[config.mk]
export PLATFORM = sky130hd
export DESIGN_NAME = mem_stage
export DESIGN_NICKNAME = d
export VERILOG_FILES = /design/src/rtl/mem_stage.sv
export SDC_FILE = /design/constraint.sdc
export NUM_CORES = 1
export LEC_CHECK = 0
export BUFFER_PORTS_ARGS = -buffer_cell sky130_fd_sc_hd__buf_2
export CAP_MARGIN = 20
export CORE_MARGIN = 1
export CORE_UTILIZATION = 36
export CTS_CLUSTER_SIZE = 30
export DETAILED_ROUTE_END_ITERATION = 8
export GPL_TIMING_DRIVEN = 0
export PLACE_DENSITY_LB_ADDON = 0.12
export REMOVE_ABC_BUFFERS = 1
export SKIP_CTS_REPAIR_TIMING = 1
export SLEW_MARGIN = 40
export SYNTH_ARGS = -nofsm -noshare
export SYNTH_HDL_FRONTEND = slang
export SYNTH_SLANG_ARGS = --single-unit
[constraint.sdc]
create_clock -name clk -period 2.7 [get_ports clk]
set_clock_uncertainty 0.1 [all_clocks]
set_input_delay 0.27 -clock clk [delete_from_list [all_inputs] [get_ports clk]]
set_output_delay 0.27 -clock clk [all_outputs]
set_load 0.005 [all_outputs]
[src/rtl/mem_stage.sv]
// Load/store stage: issues word-aligned cache requests over req/ack, lane-aligns sub-word data, registers writeback.
// Optional feature: define MISALIGN_TRAP_EN to trap misaligned halfword/word accesses instead of truncating them.
module mem_stage #(
   parameter int TIMEOUT = 64
) (
   input  logic        clk,
   input  logic        rst,
   input  logic        ex_valid,
   input  logic [3:0]  ex_op,
   input  logic [31:0] ex_addr,
   input  logic [31:0] ex_wdata,
   input  logic [4:0]  ex_rd,
   input  logic [31:0] ex_result,
   output logic        stall,
   output logic        dc_req,
   output logic        dc_we,
   output logic [31:0] dc_addr,
   output logic [31:0] dc_wdata,
   output logic [3:0]  dc_wmask,
   input  logic        dc_ack,
   input  logic [31:0] dc_rdata,
   output logic        wb_valid,
   output logic        wb_we,
   output logic [4:0]  wb_rd,
   output logic [31:0] wb_data,
   output logic        dc_timeout
`ifdef MISALIGN_TRAP_EN
   ,
   output logic        misalign
`endif
);

   typedef enum logic {IDLE, WAIT} state_t;

   localparam logic [3:0] OP_LB  = 4'd1;
   localparam logic [3:0] OP_LH  = 4'd2;
   localparam logic [3:0] OP_LW  = 4'd3;
   localparam logic [3:0] OP_LBU = 4'd4;
   localparam logic [3:0] OP_LHU = 4'd5;
   localparam logic [3:0] OP_SB  = 4'd6;
   localparam logic [3:0] OP_SH  = 4'd7;
   localparam logic [3:0] OP_SW  = 4'd8;

   localparam int CW = $clog2(TIMEOUT + 1);
   localparam logic [CW-1:0] CNT_MAX  = CW'(TIMEOUT);
   localparam logic [CW-1:0] CNT_LAST = CW'(TIMEOUT - 1);

   state_t state, next_state;

   logic          is_mem;
   logic          is_store;
   logic          mis;
   logic          go;
   logic [1:0]    lane;
   logic [3:0]    req_mask;
   logic [31:0]   req_wdata;
   logic [3:0]    op_q;
   logic [1:0]    lane_q;
   logic [4:0]    rd_q;
   logic [CW-1:0] wait_cnt;
   logic [7:0]    ld_byte;
   logic [15:0]   ld_half;
   logic [31:0]   load_data;

   // Decode; halfwords only look at a[1] and words always use lane 0, so low bits are ignored unless trapped.
   always_comb begin
      is_mem   = (ex_op != 4'd0) && (ex_op <= OP_SW);
      is_store = (ex_op >= OP_SB) && (ex_op <= OP_SW);
      lane     = 2'b00;
      mis      = 1'b0;
      case (ex_op)
         OP_LB, OP_LBU, OP_SB: lane = ex_addr[1:0];
         OP_LH, OP_LHU, OP_SH: lane = {ex_addr[1], 1'b0};
         default:              lane = 2'b00;
      endcase
`ifdef MISALIGN_TRAP_EN
      case (ex_op)
         OP_LH, OP_LHU, OP_SH: mis = ex_addr[0];
         OP_LW, OP_SW:         mis = |ex_addr[1:0];
         default:              mis = 1'b0;
      endcase
`endif
      go = ex_valid & is_mem & ~mis;
   end

   // Store lanes are big-endian: lane 0 is bits [31:24].
   always_comb begin
      req_mask  = 4'b0000;
      req_wdata = 32'h0;
      case (ex_op)
         OP_SB: begin
            req_mask = 4'b1000 >> lane;
            case (lane)
               2'd0:    req_wdata = {ex_wdata[7:0], 24'h0};
               2'd1:    req_wdata = {8'h0, ex_wdata[7:0], 16'h0};
               2'd2:    req_wdata = {16'h0, ex_wdata[7:0], 8'h0};
               default: req_wdata = {24'h0, ex_wdata[7:0]};
            endcase
         end
         OP_SH: begin
            req_mask  = lane[1] ? 4'b0011 : 4'b1100;
            req_wdata = lane[1] ? {16'h0, ex_wdata[15:0]} : {ex_wdata[15:0], 16'h0};
         end
         OP_SW: begin
            req_mask  = 4'b1111;
            req_wdata = ex_wdata;
         end
         default: begin
            req_mask  = 4'b0000;
            req_wdata = 32'h0;
         end
      endcase
   end

   always_comb begin
      case (lane_q)
         2'd0:    ld_byte = dc_rdata[31:24];
         2'd1:    ld_byte = dc_rdata[23:16];
         2'd2:    ld_byte = dc_rdata[15:8];
         default: ld_byte = dc_rdata[7:0];
      endcase
      ld_half = lane_q[1] ? dc_rdata[15:0] : dc_rdata[31:16];
      case (op_q)
         OP_LB:   load_data = {{24{ld_byte[7]}}, ld_byte};
         OP_LBU:  load_data = {24'h0, ld_byte};
         OP_LH:   load_data = {{16{ld_half[15]}}, ld_half};
         OP_LHU:  load_data = {16'h0, ld_half};
         default: load_data = dc_rdata;
      endcase
   end

   always_ff @(posedge clk) begin
      if (rst) state <= IDLE;
      else     state <= next_state;
   end

   always_comb begin
      next_state = state;
      case (state)
         IDLE:    if (go) next_state = WAIT;
         WAIT:    if (dc_ack) next_state = IDLE;
         default: next_state = IDLE;
      endcase
   end

   always_comb begin
      stall = 1'b0;
      if (!rst) begin
         case (state)
            IDLE:    stall = go;
            WAIT:    stall = ~dc_ack;
            default: stall = 1'b0;
         endcase
      end
   end

   // Request is captured once on entry to WAIT and held until the ack edge.
   always_ff @(posedge clk) begin
      if (rst) begin
         dc_req   <= 1'b0;
         dc_we    <= 1'b0;
         dc_addr  <= 32'h0;
         dc_wdata <= 32'h0;
         dc_wmask <= 4'b0000;
         op_q     <= 4'd0;
         lane_q   <= 2'd0;
         rd_q     <= 5'd0;
      end else if (state == IDLE && go) begin
         dc_req   <= 1'b1;
         dc_we    <= is_store;
         dc_addr  <= {ex_addr[31:2], 2'b00};
         dc_wdata <= req_wdata;
         dc_wmask <= req_mask;
         op_q     <= ex_op;
         lane_q   <= lane;
         rd_q     <= ex_rd;
      end else if (state == WAIT && dc_ack) begin
         dc_req <= 1'b0;
      end
   end

   always_ff @(posedge clk) begin
      if (rst) begin
         wb_valid <= 1'b0;
         wb_we    <= 1'b0;
         wb_rd    <= 5'd0;
         wb_data  <= 32'h0;
      end else begin
         wb_valid <= 1'b0;
         wb_we    <= 1'b0;
         if (state == IDLE && ex_valid && !is_mem) begin
            wb_valid <= 1'b1;
            wb_we    <= (ex_rd != 5'd0);
            wb_rd    <= ex_rd;
            wb_data  <= ex_result;
         end else if (state == WAIT && dc_ack) begin
            wb_valid <= 1'b1;
            wb_we    <= ~dc_we & (rd_q != 5'd0);
            wb_rd    <= rd_q;
            wb_data  <= dc_we ? 32'h0 : load_data;
         end
      end
   end

   // The counter saturates; the flag is sticky and only reset clears it.
   always_ff @(posedge clk) begin
      if (rst) begin
         wait_cnt   <= '0;
         dc_timeout <= 1'b0;
      end else if (state == IDLE && go) begin
         wait_cnt <= '0;
      end else if (state == WAIT && !dc_ack) begin
         if (wait_cnt != CNT_MAX) wait_cnt <= wait_cnt + 1'b1;
         if (wait_cnt == CNT_LAST) dc_timeout <= 1'b1;
      end
   end

`ifdef MISALIGN_TRAP_EN
   always_ff @(posedge clk) begin
      if (rst) misalign <= 1'b0;
      else     misalign <= (state == IDLE) & ex_valid & is_mem & mis;
   end
`endif

endmodule

==> flow_metrics.py <==
metrics = {
    "clock_tree": {
        "clockBufferDepth": 2,
        "clk_pin_slew_ns": 0.06,
        "htreeDepth": 4,
        "cts_made_buffers": 17,
        "cts_tree": "done",
        "clock_sinks": 127,
        "insertion_delay_ns": 0.42,
        "cts-root-buf": "clkbuf_16",
    },
    "power_and_ir_drop": {
        "pwr-share-seq": 0.421,
        "switching_power_mw": 1.244,
        "p_sw_frac": 0.2605,
        "vdd_drop_max_uv": 418.6,
        "pwr-share-clk": 0.440,
        "combPwrFrac": 0.139,
        "p_per_area_mw_per_mm2": 601.0,
        "p_leak_nw": 3.504,
        "power_mw": 4.778,
        "p_int_mw": 3.533,
    },
    "drt": {
        "wire_per_inst_um": 15.89,
        "drt-initial-drc-count": 306,
        "postRouteAntennaNets": 0,
        "via_count": 5954,
        "avgViaCountPerCell": 5.133,
        "wirelength_um": 18430,
        "drc_errors": 0,
        "drt_first_pass_iters": 5,
    },
    "yosys": {
        "syn_inst": 690,
        "synth_flop_cell": "dfxtp_1",
        "ys.warnings.count": 0,
        "yosysSeqAreaShare": 0.4490,
        "ys_ff_latch": 127,
        "synth_top_cell_by_area": "dfxtp_1",
        "yosysTopAreaCellShare": 0.4490,
        "synthArstFlopShare": 0,
        "syn_area_per_cell_um2": 8.207,
        "synth_most_common_cell": "nand2_1",
        "synth_area_leaders": "dfxtp_1 45%, nand2_1 8.7%, a21oi_1 7.5%, o21ai_0 4.1%, and3_1 3.1%",
        "synth_commonest_cells": "131 x nand2_1, 127 x dfxtp_1, 85 x a21oi_1",
        "synth-edff-count": 0,
        "ys_types": 56,
        "synth_area_mm2": 0.005663,
    },
    "run_status": {
        "status": "finished with violations",
        "violations": "hold timing",
    },
    "sta": {
        "drv_slew": 0,
        "fin_crit_sh": 0.9269,
        "final-hold-violation-count": 7,
        "max_freq_mhz": 399.6,
        "finalSetupViolCount": 0,
        "tns_ns": 0,
        "slew_headroom": 0.4712,
        "worst_slew_pin_slew_ns": 0.7897,
        "hold_ws_ns": -0.01030,
        "finalCriticalPeriod_ns": 2.503,
        "rsz0062_at_grt": "false",
    },
    "layout": {
        "diodes": 0,
        "areaGrowthSynthToFinish_pct": 40.37,
        "drive_gt1_frac": 0.3277,
        "fill_cells": 1532,
        "fin_nets": 1081,
    },
    "global_route": {
        "grt_max_degree": 49,
        "grt_overflow": 0,
        "grt_pass1_vias": 5385,
        "grtUsageTotal": 0.2230,
        "grt_pass1_wl_um": 28230,
        "antenna_found_initial": 0,
    },
    "worst_setup_path": {
        "path_max_fanout": 43,
        "cp.required_ns": 2.33,
        "endpoint_kind": "primary output",
        "critPathArrivalTime_ns": 2.13,
        "worstSetupStartpointType": "flop",
        "rr_worst_depth": 6,
        "criticalPathCategory": "reg -> out",
    },
    "die": {
        "dieArea_mm2": 0.01624,
        "die_x_um": 127.4,
        "fp.dieH_um": 127.4,
        "fp-row-count": 45,
        "io-pin-count": 252,
        "core_area_mm2": 0.01526,
        "start_util": 0.3711,
    },
    "placed_design": {
        "placement.io_buffers": 249,
        "gp_congestion": 0.7857,
        "dp_hpwl_um": 12320,
    },
    "flow_run": {
        "cap_violations": 0,
    },
    "worst_hold_path": {
        "hold_path_class": "in -> reg",
        "hold_depth": 3,
    },
}
## layout by cell type (no fill, tap or decap), types with 4 or more instances in the layout
| cell type | synthesis | routed |
|---|---|---|
| o221ai_1 | 9 | 9 |
| o21ai_0 | 46 | 46 |
| dfxtp_1 | 127 | 126 |
| a21oi_1 | 85 | 84 |
| mux2i_1 | 17 | 16 |
| and3_1 | 28 | 28 |
| nand2b_1 | 4 | 4 |
| nand2_1 | 131 | 129 |
| buf_8 | 0 | 4 |
| buf_2 | 14 | 248 |
| a222oi_1 | 8 | 8 |
| nor3_2 | 3 | 4 |
| a221o_1 | 7 | 7 |
| dlygate4sd3_1 | 0 | 24 |
| nor2_1 | 43 | 43 |
| inv_1 | 8 | 8 |
| nand3_1 | 12 | 12 |
| a22o_1 | 15 | 15 |
| xnor2_1 | 6 | 6 |
| a22oi_1 | 16 | 16 |
| o22ai_1 | 17 | 17 |
| clkbuf_16 | 0 | 17 |
| clkinvlp_4 | 0 | 5 |
## kinds of logic (layout without fill, tap and decap cells)
family,after synthesis,after routing,synth area share
DFF,127,127,0.4490
and+or+nand+nor,246,246,0.1973
other,1,2,0.0006622
buffers and inverters,65,322,0.04949
AOI/OAI and AO/OA,222,223,0.2508
xor gates and xnor gates,8,8,0.01237
adders and majority gates,2,2,0.004418
muxes,19,19,0.03601
## power groups by stage
| stage | Clock (mW) | Sequential [mW] | Combinational (mW) |
|---|---|---|---|
| CTS | 2.15 | 2.01 | 0.634 |
| detailed placement | 0 | 2.05 | 0.632 |
| global route | 2.24 | 2.02 | 0.735 |
| finish | 2.10 | 2.01 | 0.663 |
| global placement | 0 | 2.05 | 0.602 |
| floorplan | 0 | 2.05 | 0.278 |
## registers in the layout (all words and copies together) (netlist names)
register and flops:
state 1, dc_wmask 4, wait_cnt 7, dc_addr 30, rd_q 5, wb_rd 5
dc_req 1, wb_data 32, dc_we 1, lane_q 2, dc_wdata 32, op_q 4
wb_valid 1, dc_timeout 1, wb_we 1
## stage by stage
stage / cells / util / setup slack (ns) / cell area, µm²
4_1_cts: 1131 / 0.5015 / -0.1052 / 7652
3_3_place_gp: 1094 / 0.4540 / -1.508 / 6927
2_1_floorplan: 634 / - / 0.1332 / 5416
3_5_place_dp: 1101 / 0.4663 / -0.1052 / 7114
5_1_grt: 1160 / 0.5210 / 0.02042 / 7949
6_report: 1160 / 0.5210 / 0.1974 / 7949
## final cells by class
cell class                 instances  area, µm²  area share
clock buffer                      20      446.7     0.05619
clock inverter                    10      91.34     0.01149
inverter                           8      30.03    0.003778
multi-input combinational        500       2935      0.3693
sequential                       127       2544      0.3200
tap                              211      264.0     0.03321
timing repair buffer             284       1638      0.2060
## worst max-delay path, stage by stage, from the launching register on
cell     delay [ns]
dfxtp_1        0.47
nor2b_1        0.44
nand2_4        0.37
a21oi_1        0.28
buf_2          0.14
## worst paths after layout
| check | start | end | slack (ns) |
|---|---|---|---|
| max | state | stall | 0.20 |
| min | ex_addr[10] | dc_addr[10] | -0.01 |
| max reg2reg | lane_q[0] | wb_data[23] | 0.31 |
| min reg2reg | dc_wdata[24] | dc_wdata[24] | 0.35 |
## routing by layer
metal | up-vias | part of all wire | global-route usage
met2 | 210 | 0.47 | 0.3510
li1 | 2978 | - | -
met4 | 0 | 0.017 | 0.07563
met1 | 2740 | 0.44 | 0.2848
met5 | - | 0 | 0
met3 | 26 | 0.073 | 0.07538
Note: power is estimated with default switching activity, not from simulation.
